[config.mk]
export PLATFORM = sky130hd
export DESIGN_NAME = if_id_skid
export DESIGN_NICKNAME = d
export VERILOG_FILES = /design/src/rtl/if_id_skid.sv
export SDC_FILE = /design/constraint.sdc
export NUM_CORES = 1
export LEC_CHECK = 0
export BUFFER_PORTS_ARGS = -buffer_cell sky130_fd_sc_hd__buf_4
export CAP_MARGIN = 20
export CELL_PAD_IN_SITES_DETAIL_PLACEMENT = 1
export CELL_PAD_IN_SITES_GLOBAL_PLACEMENT = 2
export CORE_MARGIN = 2
export CORE_UTILIZATION = 31
export CTS_CLUSTER_SIZE = 20
export DETAILED_ROUTE_END_ITERATION = 8
export PLACE_DENSITY_LB_ADDON = 0.1
export REMOVE_ABC_BUFFERS = 1
export SYNTH_ARGS = -nofsm -noshare
export SYNTH_HDL_FRONTEND = slang
export SYNTH_SLANG_ARGS = --single-unit
[constraint.sdc]
create_clock -name clk -period 2.83 [get_ports clk]
set_input_delay 0 -clock clk [delete_from_list [all_inputs] [get_ports clk]]
set_output_delay 0 -clock clk [all_outputs]
set_load 0.005 [all_outputs]
[src/rtl/if_id_skid.sv]
// rtl/if_id_skid.sv - IF/ID pipeline register with valid/ready handshake, skid buffer, flush and perf counters
//
// Ports:
//   clk, rst            clock (rising edge), synchronous active-low reset
//   in_valid/in_ready   fetch-side handshake; inst_i, inst_addr_i carry the beat
//   flush_i             drop every held and incoming beat (redirect)
//   out_valid/out_ready decode-side handshake; inst_o, inst_addr_o carry the beat
//   stall_cnt_o         saturating count of cycles with out_valid=1 and out_ready=0
//   flush_cnt_o         saturating count of cycles with flush_i=1
module if_id_skid #(
  parameter int                INST_W   = 32,
  parameter int                ADDR_W   = 32,
  parameter logic [INST_W-1:0] NOP_INST = 32'h00000013,
  parameter bit                SKID     = 1'b1,
  parameter int                CNT_W    = 32
) (
  input  logic              clk,
  input  logic              rst,
  input  logic              in_valid,
  output logic              in_ready,
  input  logic [INST_W-1:0] inst_i,
  input  logic [ADDR_W-1:0] inst_addr_i,
  input  logic              flush_i,
  output logic              out_valid,
  input  logic              out_ready,
  output logic [INST_W-1:0] inst_o,
  output logic [ADDR_W-1:0] inst_addr_o,
  output logic [CNT_W-1:0]  stall_cnt_o,
  output logic [CNT_W-1:0]  flush_cnt_o
);

  localparam logic [CNT_W-1:0] CNT_ONE = {{(CNT_W-1){1'b0}}, 1'b1};
  localparam logic [CNT_W-1:0] CNT_MAX = {CNT_W{1'b1}};

  logic              main_valid;
  logic [INST_W-1:0] main_inst;
  logic [ADDR_W-1:0] main_addr;
  logic              skid_valid;
  logic [INST_W-1:0] skid_inst;
  logic [ADDR_W-1:0] skid_addr;
  logic              in_ready_r;
  logic              accept;
  logic              deliver;
  logic [CNT_W-1:0]  stall_cnt;
  logic [CNT_W-1:0]  flush_cnt;

  // With the skid entry present, in_ready only needs to know whether the
  // skid slot will be free next cycle, so it can come from a flop.
  assign in_ready = SKID ? in_ready_r : (!main_valid | out_ready);

  assign accept  = in_valid & in_ready;
  assign deliver = main_valid & out_ready;

  // The main entry registers are reloaded with NOP/0 whenever the entry
  // goes empty, so the outputs are driven straight from flops.
  assign out_valid   = main_valid;
  assign inst_o      = main_inst;
  assign inst_addr_o = main_addr;
  assign stall_cnt_o = stall_cnt;
  assign flush_cnt_o = flush_cnt;

  always_ff @(posedge clk) begin
    if (!rst) begin
      main_valid <= 1'b0;
      main_inst  <= NOP_INST;
      main_addr  <= '0;
      skid_valid <= 1'b0;
      skid_inst  <= NOP_INST;
      skid_addr  <= '0;
      in_ready_r <= 1'b1;
    end else if (flush_i) begin
      // Any beat handshaken this cycle is consumed upstream and dropped here.
      main_valid <= 1'b0;
      main_inst  <= NOP_INST;
      main_addr  <= '0;
      skid_valid <= 1'b0;
      in_ready_r <= 1'b1;
    end else if (skid_valid) begin
      // Full: in_ready is low, so only a delivery can move things along.
      if (deliver) begin
        main_inst  <= skid_inst;
        main_addr  <= skid_addr;
        skid_valid <= 1'b0;
        in_ready_r <= 1'b1;
      end
    end else if (main_valid) begin
      if (accept && deliver) begin
        main_inst <= inst_i;
        main_addr <= inst_addr_i;
      end else if (accept) begin
        // Only reachable with SKID=1; with SKID=0 in_ready requires out_ready here.
        skid_inst  <= inst_i;
        skid_addr  <= inst_addr_i;
        skid_valid <= 1'b1;
        in_ready_r <= 1'b0;
      end else if (deliver) begin
        main_valid <= 1'b0;
        main_inst  <= NOP_INST;
        main_addr  <= '0;
      end
    end else if (accept) begin
      main_valid <= 1'b1;
      main_inst  <= inst_i;
      main_addr  <= inst_addr_i;
    end
  end

  always_ff @(posedge clk) begin
    if (!rst) begin
      stall_cnt <= '0;
      flush_cnt <= '0;
    end else begin
      if (main_valid && !out_ready && stall_cnt != CNT_MAX) begin
        stall_cnt <= stall_cnt + CNT_ONE;
      end
      if (flush_i && flush_cnt != CNT_MAX) begin
        flush_cnt <= flush_cnt + CNT_ONE;
      end
    end
  end

endmodule
**Word-level counts from Yosys, hierarchy flattened**

Cells that the tools add are included.

- Flip-flop bits (word level): 195
- Input bits: 69
- Output and inout port bits: 130

- Eq/ne operators: 5
- Reduce and logical (&&, ||, !) cells: 13
- Bitwise logic cells: 6
- Mux-type cells: 27
- $add $sub $neg: 2

Operators by type and width:

| operator | number |
|---|---|
| $mux W32 | 14 |
| $add A32 B1 Y32 const B | 2 |
| $ne A32 B32 Y1 const B | 2 |
| $mux W1 | 13 |
| $reduce_and A4 Y1 | 2 |
| $reduce_bool A3 Y1 | 2 |
| $reduce_and A5 Y1 | 1 |
| $logic_and A1 B1 Y1 | 4 |
| $ne A4 B3 Y1 const B | 1 |
| $not A1 Y1 | 4 |
| $reduce_bool A2 Y1 | 2 |
| $and A1 B1 Y1 | 2 |
| $ne A2 B1 Y1 const B | 1 |
| $ne A2 B2 Y1 const B | 1 |
| $reduce_or A2 Y1 | 1 |
| $logic_not A1 Y1 | 1 |

**Logic depth before layout (Yosys ltp)**

Gate-level depths: netlist of run 1.

- Depth in word-level cells: 6
- Gate-level depth with buffers: 8
- Mapped depth without buffers: 6

**Worst setup path after synthesis of run 1**

No wires, ideal clock.

- Path type: reg-to-reg
- Start point: register stall_cnt[0], in the netlist stall_cnt_o[0]
- End point: register stall_cnt[13], in the netlist stall_cnt_o[13]
- Data required time: 2.715 ns
- Setup slack: 0.476 ns
- Library setup time: 0.115 ns
- Cell stages (with the launch flop): 8
- Data arrival time: 2.240 ns
- Buffers on the path: 1
- Cells stage by stage: dfxtp_1 ha_1 nand4_1 or4_1 o31ai_4 buf_2 nor4_1 o21a_1

- Cells in the longest elaborated chain, start to end: 2
- Elaborated cells on any way between the ends: 3

Ends and longest elaborated chain:

| element | line | RTL |
|---|---|---|
| start: declaration | 44 | `logic [CNT_W-1:0] stall_cnt;` |
| start signal: assignment | 114 | `stall_cnt <= stall_cnt + CNT_ONE;` |
| branches (longest 2 deep; another with $add A32 B1 Y32) | - |  |

Several ways; the timed one is not identified.
A chain may end at the register's enable or synchronous reset.

**Final worst setup path of run 1**

- Start point: register stall_cnt[1], in the netlist stall_cnt_o[1]
- End point: register stall_cnt[7], in the netlist stall_cnt_o[7]

Same word-level chain as after synthesis.

==> results of run 1 <==
==> report_power, final <==
part | switching [mW] | internal, mW
logic | 0.307 | 0.291
registers | 0.0414 | 2.80
clock network | 1.25 | 1.19
total | 1.59 | 4.28
==> layout make-up <==
type | count | area, um^2 | share of cell area (%)
Antenna cell | 1 | 2.50 | 0.0223
Clock buffer | 18 | 429 | 3.82
Inverter | 16 | 61.3 | 0.545
Multi-Input combinational cell | 695 | 3920 | 34.8
Timing Repair Buffer | 288 | 2350 | 20.9
Clock inverter | 14 | 158 | 1.40
Tap cell | 335 | 419 | 3.73
Sequential cell | 195 | 3910 | 34.7
==> kinds of logic (layout without fill, tap and decap cells) <==
group,count (synthesis),in the layout,synth area share (%)
DFF,195,195,47.9
and+or+nand+nor,441,441,25.5
xor gates and xnor gates,21,21,2.26
adders and majority gates,2,2,0.307
other,0,1,0
AOI/OAI and AO/OA,222,222,18.5
muxes,9,9,1.11
buffers and inverters,90,336,4.41
==> stage by stage <==
stage | utilization [%] | cells | total power, mW
2_1_floorplan | - | 906 | 3.14
3_3_place_gp | 38.5 | 1462 | 3.44
3_5_place_dp | 38.5 | 1462 | 3.44
4_1_cts | 43.4 | 1561 | 5.98
5_1_grt | 43.4 | 1562 | 6.15
6_report | 43.4 | 1562 | 5.88
==> flip-flops by register name, summed over array words and instances (netlist names) <==
name,flops
skid_addr,32
stall_cnt_o,32
skid_inst,32
skid_valid,1
flush_cnt_o,32
in_ready,1
inst_o,32
inst_addr_o,32
out_valid,1
==> tightest hold or removal path: stages <==
cell	delay [ps]
buf_4	150
nand4_1	100
or3_1	100
a21oi_1	50
==> cells in the final DEF (no fill, tap or decap), types with 9 or more instances in the layout <==
cell type and count:
or4_1 10, nand3_1 32, dfxtp_1 194, nor3_1 67
or3_1 11, and4_1 11, nor2_1 91, a21oi_1 87
dlygate4sd3_1 67, a221oi_1 64, buf_4 219, nand2b_1 11
clkbuf_16 17, xnor2_1 17, nand4_1 13, o21ai_0 16
inv_1 15, nand2_1 162, mux2i_1 9
==> layer usage <==
layer	GRT usage, %	part of all wire, %
met5	0	0
met4	3.44	0.64
met3	4.46	4.5
met2	33.0	48
met1	26.2	47
==> worst paths after layout <==
kind	from	endpoint	slack, ps
max	stall_cnt_o[1]$_SDFFE_PN0P_	stall_cnt_o[7]$_SDFFE_PN0P_	410
min	flush_i	flush_cnt_o[3]$_SDFFE_PN0P_	20
max reg2reg	stall_cnt_o[1]$_SDFFE_PN0P_	stall_cnt_o[7]$_SDFFE_PN0P_	410
min reg2reg	skid_addr[27]$_SDFFE_PN0P_	skid_addr[27]$_SDFFE_PN0P_	460
==> metrics.txt, run 1 <==
PortBufs=198; number of cell instances on the worst register-to-register path=6; fin worst setup slack=409 ps; overflow left after global routing=0; number of nets still failing antenna checks after routing=0; sum of net half-perimeters after detailed placement=17400 um; number of distinct library cell variants in the gate-level netlist after synthesis=56; number of global-route vias before repair=8148; data required time at the worst endpoint=3210 ps; share of flip-flops with an asynchronous set or reset=0%; area after detailed placement=0.00999 mm^2; number of hold buffers added after cts=67; CTS H-tree depth=4; fraction of final layout cells sized beyond drive strength 1=21.9%; count of mapped cells out of synthesis=980; total number of clock tree sinks=195; clock insertion delay at the later pin of the skew report=450 ps; capturing element type of the critical path=flop; Synth top cells by count=195 x dfxtp_1, 163 x nand2_1, 91 x nor2_1; total of endpoints with negative setup slack in the final report=0; slowest library cell on the worst path=or4_1; YS warnings=0; number of max-slew violations in the final report=0; area delta synth->final=38.0%; vias post-DR=8061; worst hold-check path type=in2reg; post-layout net count=1284; Total Negative Setup Slacks=0 ps; stage delay of the slowest cell on the critical path=630 ps; Filler Cells Inserted=3061; final routed wirelength across all metal layers=27100 um; Bufs and invs on worst path=0; library cell with the highest instance count after synthesis=dfxtp_1; cell chosen for the clock root=clkbuf_16; buffer count from post-CTS setup fixing=0; die width=166 um; peak ir drop on the vdd network=0.271 mV; setup slack after placement=422 ps; RSZ-0062 raised after global routing=false; sort of element at the start of the critical path=flop; TritonCTS clock tree=yes; post-synthesis instance area=0.00815 mm^2; clock period minus final worst setup slack=2420 ps; largest clock skew in the final design=15.0 ps; global-route usage over all layers=19.7%; max capacitance violation total=0; site row count=59; post-cts sizing count=0; floorplan die height=166 um; IO Pins=199; cell taking the most area after synthesis=dfxtp_1; initial antenna violation count=1; remaining routing DRC violations=0; clock transition time at the flip-flop clock pins of the worst setup and hold paths=80 ps; Crit. path cell count=6; worst hold path cell count=4; worst slew slack as a fraction of its limit=37.7%; final design instance area without fill=0.0112 mm^2; reported leakage power=4.29 nW; Max FO, Critical Path=18; post-route fraction of the period consumed by the critical path=85.6%; Inserted Clock Buffers=17; Clock Tree Buf Depth=2; achievable frequency=413 MHz; placer's final routability congestion estimate=0.736; placeable core area=0.0259 mm^2; worst slack on hold paths=22.1 ps; main area contributors after synthesis=dfxtp_1 48%, nand2_1 7.5%, a221oi_1 6.9%, a21oi_1 5.4%, nor2_1 4.2%; PwrDens=523 mW/mm^2; Initial Utilization=31.4%; cell family with the largest share of critical-path delay=compound AO/OA/AOI/OAI gates; crit-path cells=ha_1, nand4_1, or4_1, o31ai_4, o21ai_0, a21oi_1; first-pass GRT wire length=44200 um; dominant register cell in the synthesized netlist=dfxtp_1; share of the synthesized area in the top cell type=47.9%; outcome=complete, no violations; sequential element share of the synthesized area=47.9%; Post-Syn Area per Cell=8.31 um^2; final hold violations=0; drt pass-1 iters=4; critical path arrival=2800 ps; type of the worst setup path=reg2reg; pin count of the biggest net entering global routing=68; initial DRC count=392; Worst Tran Pin Value=931 ps; Seq cells post-synth=195; average via count per standard cell=5.16; average wire per cell in the routed design=17.4 um; number of flops mapped to enable cells by yosys=0; die area=0.0276 mm^2
(Power assumes the default switching activity.)
==> run 2: changes to the inputs <==
- PLACE_DENSITY: default -> 0.77
- PLACE_DENSITY_LB_ADDON: 0.1 -> default
==> metrics.txt, run 2 (synthesis gave the netlist of run 1 again) <==
PortBufs=198 (unchanged); slowest library cell on the worst path=or4_4 (was or4_1); vias post-DR=8140 (was 8061); outcome=complete, no violations (unchanged); overflow left after global routing=0 (unchanged); clock insertion delay at the later pin of the skew report=430 ps (was 450 ps); critical path arrival=2740 ps (was 2800 ps); PwrDens=524 mW/mm^2 (was 523 mW/mm^2); largest clock skew in the final design=16.3 ps (was 15.0 ps); remaining routing DRC violations=0 (unchanged); count of antenna diodes in the layout=0 (was 1); final routed wirelength across all metal layers=26900 um (was 27100 um); data required time at the worst endpoint=3180 ps (was 3210 ps); power consumption=5.91 mW (was 5.88 mW); cell family with the largest share of critical-path delay=simple AND/OR/NAND/NOR gates (was compound AO/OA/AOI/OAI gates); type of the worst setup path=reg2reg (unchanged); global-route usage over all layers=19.4% (was 19.7%); post-layout net count=1283 (was 1284); max capacitance violation total=0 (unchanged); placeable core area=0.0259 mm^2 (unchanged); average via count per standard cell=5.22 (was 5.16); clock period minus final worst setup slack=2390 ps (was 2420 ps); total of endpoints with negative setup slack in the final report=0 (unchanged); capturing element type of the critical path=flop (unchanged); floorplan die height=166 um (unchanged); leading cell types in the layout, fill and taps excluded=215 x buf_4, 194 x dfxtp_1, 162 x nand2_1 (was 219 x buf_4, 194 x dfxtp_1, 162 x nand2_1); die area=0.0276 mm^2 (unchanged); Filler Cells Inserted=3069 (was 3061); final design utilization=43.5% (was 43.4%); area after detailed placement=0.0100 mm^2 (was 0.00999 mm^2); Total Negative Setup Slacks=0 ps (unchanged); peak ir drop on the vdd network=0.304 mV (was 0.271 mV); worst hold-check path type=in2reg (unchanged); post-route fraction of the period consumed by the critical path=84.5% (was 85.6%); Initial Utilization=31.4% (unchanged); fraction of final layout cells sized beyond drive strength 1=21.9% (about the same); pin count of the biggest net entering global routing=68 (unchanged); most frequent standard cell in the layout excluding fill and tap cells=buf_4 (unchanged); placer's final routability congestion estimate=0.784 (was 0.736); cell chosen for the clock root=clkbuf_16 (unchanged); sort of element at the start of the critical path=flop (unchanged); drt pass-1 iters=4 (unchanged); achievable frequency=418 MHz (was 413 MHz); initial antenna violation count=0 (was 1); die width=166 um (unchanged); sum of net half-perimeters after detailed placement=17200 um (was 17400 um); Max FO, Critical Path=13 (was 18); final hold violations=0 (unchanged); number of non-filler instances in the completed layout=1560 (was 1562); Worst Tran Pin Value=824 ps (was 931 ps); Inserted Clock Buffers=17 (unchanged); Bufs and invs on worst path=0 (unchanged); clock transition time at the flip-flop clock pins of the worst setup and hold paths=80 ps (about the same); worst slew slack as a fraction of its limit=44.9% (was 37.7%); setup slack after placement=461 ps (was 422 ps); average wire per cell in the routed design=17.3 um (was 17.4 um); area delta synth->final=38.5% (was 38.0%); final design instance area without fill=0.0113 mm^2 (was 0.0112 mm^2); total number of clock tree sinks=195 (unchanged); Post-Place Cells=1460 (was 1462); number of max-slew violations in the final report=0 (unchanged); IO Pins=199 (unchanged); CTS H-tree depth=4 (unchanged); site row count=59 (unchanged); reported leakage power=4.31 nW (was 4.29 nW); Clock Tree Buf Depth=2 (unchanged); first-pass GRT wire length=43800 um (was 44200 um); number of nets still failing antenna checks after routing=0 (unchanged); initial DRC count=440 (was 392); RSZ-0062 raised after global routing=false (unchanged); TritonCTS clock tree=yes (unchanged); stage delay of the slowest cell on the critical path=650 ps (was 630 ps); number of global-route vias before repair=8199 (was 8148); worst slack on hold paths=20.2 ps (was 22.1 ps); crit-path cells=and4_1, nand4_2, or4_4, or4_1, a21oi_1 (was ha_1, nand4_1, or4_1, o31ai_4, o21ai_0, a21oi_1); fin worst setup slack=439 ps (was 409 ps)
[run 2: worst paths after layout]
| kind | start | to | slack (ps) | cells past startpoint |
|---|---|---|---|---|
| max reg2reg | stall_cnt_o[6]$_SDFFE_PN0P_ | stall_cnt_o[27]$_SDFFE_PN0P_ | 440 | 5 |
| max | stall_cnt_o[6]$_SDFFE_PN0P_ | stall_cnt_o[27]$_SDFFE_PN0P_ | 440 | 5 |
| min reg2reg | skid_addr[25]$_SDFFE_PN0P_ | skid_addr[25]$_SDFFE_PN0P_ | 460 | 2 |
| min | flush_i | flush_cnt_o[3]$_SDFFE_PN0P_ | 20 | 4 |
[run 2: report_power, final]
group          internal [mW]  leakage (nW)  switching, mW
Clock                   1.22         0.292           1.24
Combinational          0.297          2.43          0.312
Sequential              2.80          1.58         0.0397
[run 2: per-layer routing]
metal | routed length, um | track usage, % | share of wire (%) | vias to the layer above
li1 | - | - | - | 3995
met1 | 12200 | 24.9 | 45 | 3952
met2 | 12700 | 33.1 | 47 | 181
met3 | 1840 | 5.05 | 6.8 | 12
met4 | 172 | 3.40 | 0.64 | 0
met5 | 0 | 0 | 0 | -
[run 2: layout make-up]
type / count / area, um^2 / area share [%]
multi-input combinational: 695 / 3920 / 34.7
inverter: 16 / 61.3 / 0.543
clock inverter: 14 / 155 / 1.38
sequential: 195 / 3910 / 34.6
tap: 335 / 419 / 3.72
timing repair buffer: 287 / 2380 / 21.1
clock buffer: 18 / 439 / 3.89
[run 2: timing repair]
action                                  CTS  global route
resized for setup                         0             0
endpoints found under the setup margin    0             0
hold endpoints to repair                128             0
hold buffers                             67             0
setup buffers                             0             0
[run 2: worst reg2reg max path, stage by stage, from the launching register on]
cell,delay [ps]
dfxtp_1,420
and4_1,350
nand4_2,220
or4_4,650
or4_1,490
a21oi_1,170
==> run 3: changes to the inputs <==
- CORE_UTILIZATION: 31 -> 28
- PLACE_DENSITY: 0.77 -> 0.73
- clock period: 2.83 -> 2.15 ns (I/O delays scaled with it)
==> metrics.txt, run 3 (synthesis gave the netlist of run 1 again) <==
peak ir drop on the vdd network=0.404 mV (was 0.304 mV); number of max-slew violations in the final report=0 (unchanged); die area=0.0305 mm^2 (was 0.0276 mm^2); final design utilization=41.1% (was 43.5%); post-layout net count=1337 (was 1283); sort of element at the start of the critical path=flop (unchanged); final hold violations=0 (unchanged); initial DRC count=321 (was 440); placeable core area=0.0287 mm^2 (was 0.0259 mm^2); capturing element type of the critical path=flop (unchanged); reported leakage power=4.59 nW (was 4.31 nW); data required time at the worst endpoint=2510 ps (was 3180 ps); final routed wirelength across all metal layers=28800 um (was 26900 um); outcome=complete, no violations (unchanged); final design instance area without fill=0.0118 mm^2 (was 0.0113 mm^2); leading cell types in the layout, fill and taps excluded=266 x buf_4, 190 x dfxtp_1, 162 x nand2_1 (was 215 x buf_4, 194 x dfxtp_1, 162 x nand2_1); overflow left after global routing=0 (unchanged); clock insertion delay at the later pin of the skew report=440 ps (was 430 ps); average wire per cell in the routed design=17.3 um (about the same); area after detailed placement=0.0105 mm^2 (was 0.0100 mm^2); critical path launch point=stall_cnt_o[17]$_SDFFE_PN0P_ (was stall_cnt_o[6]$_SDFFE_PN0P_); TritonCTS clock tree=yes (unchanged); PortBufs=198 (unchanged); die width=175 um (was 166 um); total number of clock tree sinks=195 (unchanged); area delta synth->final=44.8% (was 38.5%); most frequent standard cell in the layout excluding fill and tap cells=buf_4 (unchanged); worst slew slack as a fraction of its limit=44.1% (was 44.9%); CTS H-tree depth=4 (unchanged); drt pass-1 iters=7 (was 4); floorplan die height=175 um (was 166 um); average via count per standard cell=5.03 (was 5.22); remaining routing DRC violations=0 (unchanged); RSZ-0062 raised after global routing=false (unchanged); Initial Utilization=28.4% (was 31.4%); IO Pins=199 (unchanged); internal reg-to-reg setup slack=70 ps (was 440 ps); post-route fraction of the period consumed by the critical path=96.6% (was 84.5%); critical path arrival=2440 ps (was 2740 ps); vias post-DR=8376 (was 8140); placer's final routability congestion estimate=0.775 (was 0.784); Clock Tree Buf Depth=2 (unchanged); total of endpoints with negative setup slack in the final report=0 (unchanged); Max FO, Critical Path=6 (was 13); type of the worst setup path=reg2reg (unchanged); fraction of final layout cells sized beyond drive strength 1=25.7% (was 21.9%); number of non-filler instances in the completed layout=1664 (was 1560); number of global-route vias before repair=8676 (was 8199); worst reg2reg path endpoint=stall_cnt_o[26]$_SDFFE_PN0P_ (was stall_cnt_o[27]$_SDFFE_PN0P_); number of cell instances on the worst register-to-register path=5 (unchanged); number of nets still failing antenna checks after routing=0 (unchanged); Inserted Clock Buffers=17 (unchanged); pin count of the biggest net entering global routing=82 (was 68); Reg-to-Reg Start=stall_cnt_o[17]$_SDFFE_PN0P_ (was stall_cnt_o[6]$_SDFFE_PN0P_); site row count=62 (was 59); PwrDens=666 mW/mm^2 (was 524 mW/mm^2); initial antenna violation count=1 (was 0); destination of the critical timing path=stall_cnt_o[26]$_SDFFE_PN0P_ (was stall_cnt_o[27]$_SDFFE_PN0P_); sum of net half-perimeters after detailed placement=18300 um (was 17200 um); achievable frequency=482 MHz (was 418 MHz); Total Negative Setup Slacks=0 ps (unchanged); Post-Place Cells=1561 (was 1460); Worst Tran Pin Value=838 ps (was 824 ps); first-pass GRT wire length=46600 um (was 43800 um); cell chosen for the clock root=clkbuf_16 (unchanged); clock transition time at the flip-flop clock pins of the worst setup and hold paths=80 ps (about the same); global-route usage over all layers=18.9% (was 19.4%); worst hold-check path type=in2reg (unchanged); largest clock skew in the final design=20.5 ps (was 16.3 ps); clock period minus final worst setup slack=2080 ps (was 2390 ps); max capacitance violation total=0 (unchanged)
run 3: changes by cell type in the layout (fill, tap and decap cells not counted), moves of 2 or more:
cell,delta
nor4b_2,+2
inv_12,-2
dfxtp_2,+4
nor4b_1,-2
buf_4,+51
dfxtp_1,-4
or4_4,+2
run 3: worst min-delay path by stage:
stage                               start                         end  slack, ps  cells after the start
after floorplan                       rst   skid_inst[0]$_SDFFE_PN1P_         90                      1
after global placement    inst_addr_i[26]  skid_addr[26]$_SDFFE_PN0P_        260                      3
after detailed placement       inst_i[29]  skid_inst[29]$_SDFFE_PN0P_        270                      3
after CTS                 inst_addr_i[31]  skid_addr[31]$_SDFFE_PN0P_        350                      4
after global routing            inst_i[7]   skid_inst[7]$_SDFFE_PN0P_        370                      4
final                      inst_addr_i[6]   skid_addr[6]$_SDFFE_PN0P_        370                      4
run 3: where the power goes:
part	internal [mW]	leakage [nW]	total, mW	switching [mW]
combinational	0.401	2.72	0.824	0.423
clock	1.67	0.292	3.29	1.63
sequential	3.69	1.58	3.73	0.0453
total	5.76	4.59	7.85	2.09
run 3: worst max-delay path, stage by stage (launching register included):
cell     delay [ps]
dfxtp_1         360
nand4_2         150
or2_4           290
or4_4           530
or4_1           530
a21oi_1         150
run 3: final cells by class:
class	count	area, um^2
fillers	3387	16900
multi-input cells	696	3950
flip-flops and latches	195	3910
repair buffers	340	2800
well taps	384	480
clock buffers	18	429
clock inverters	14	165
inverters	16	61.3
diodes	1	2.50
run 3: stage by stage:
| step | total power, mW | worst slack (ps) | hold slack [ps] |
|---|---|---|---|
| global route | 8.23 | 8.66 | 373 |
| global placement | 4.54 | 90.3 | 260 |
| detailed placement | 4.55 | 65.5 | 269 |
| floorplan | 4.13 | -2600 | 88.9 |
| finish | 7.85 | 73.8 | 370 |
| CTS | 7.99 | 29.2 | 351 |
run 3: routing by layer:
metal	vias to the layer above	track usage [%]	routed length (um)
met3	18	4.37	1720
met2	190	33.2	13800
met4	0	4.17	286
met5	-	0	0
li1	4100	-	-
met1	4068	23.6	13000
run 3: repair_timing:
action | 4_1_cts | 5_1_grt
setup endpoints to repair | 0 | 24
endpoints found under the hold margin | 136 | 0
hold buffers | 68 | 0
buffers inserted | 0 | 1
resized for setup | 0 | 10
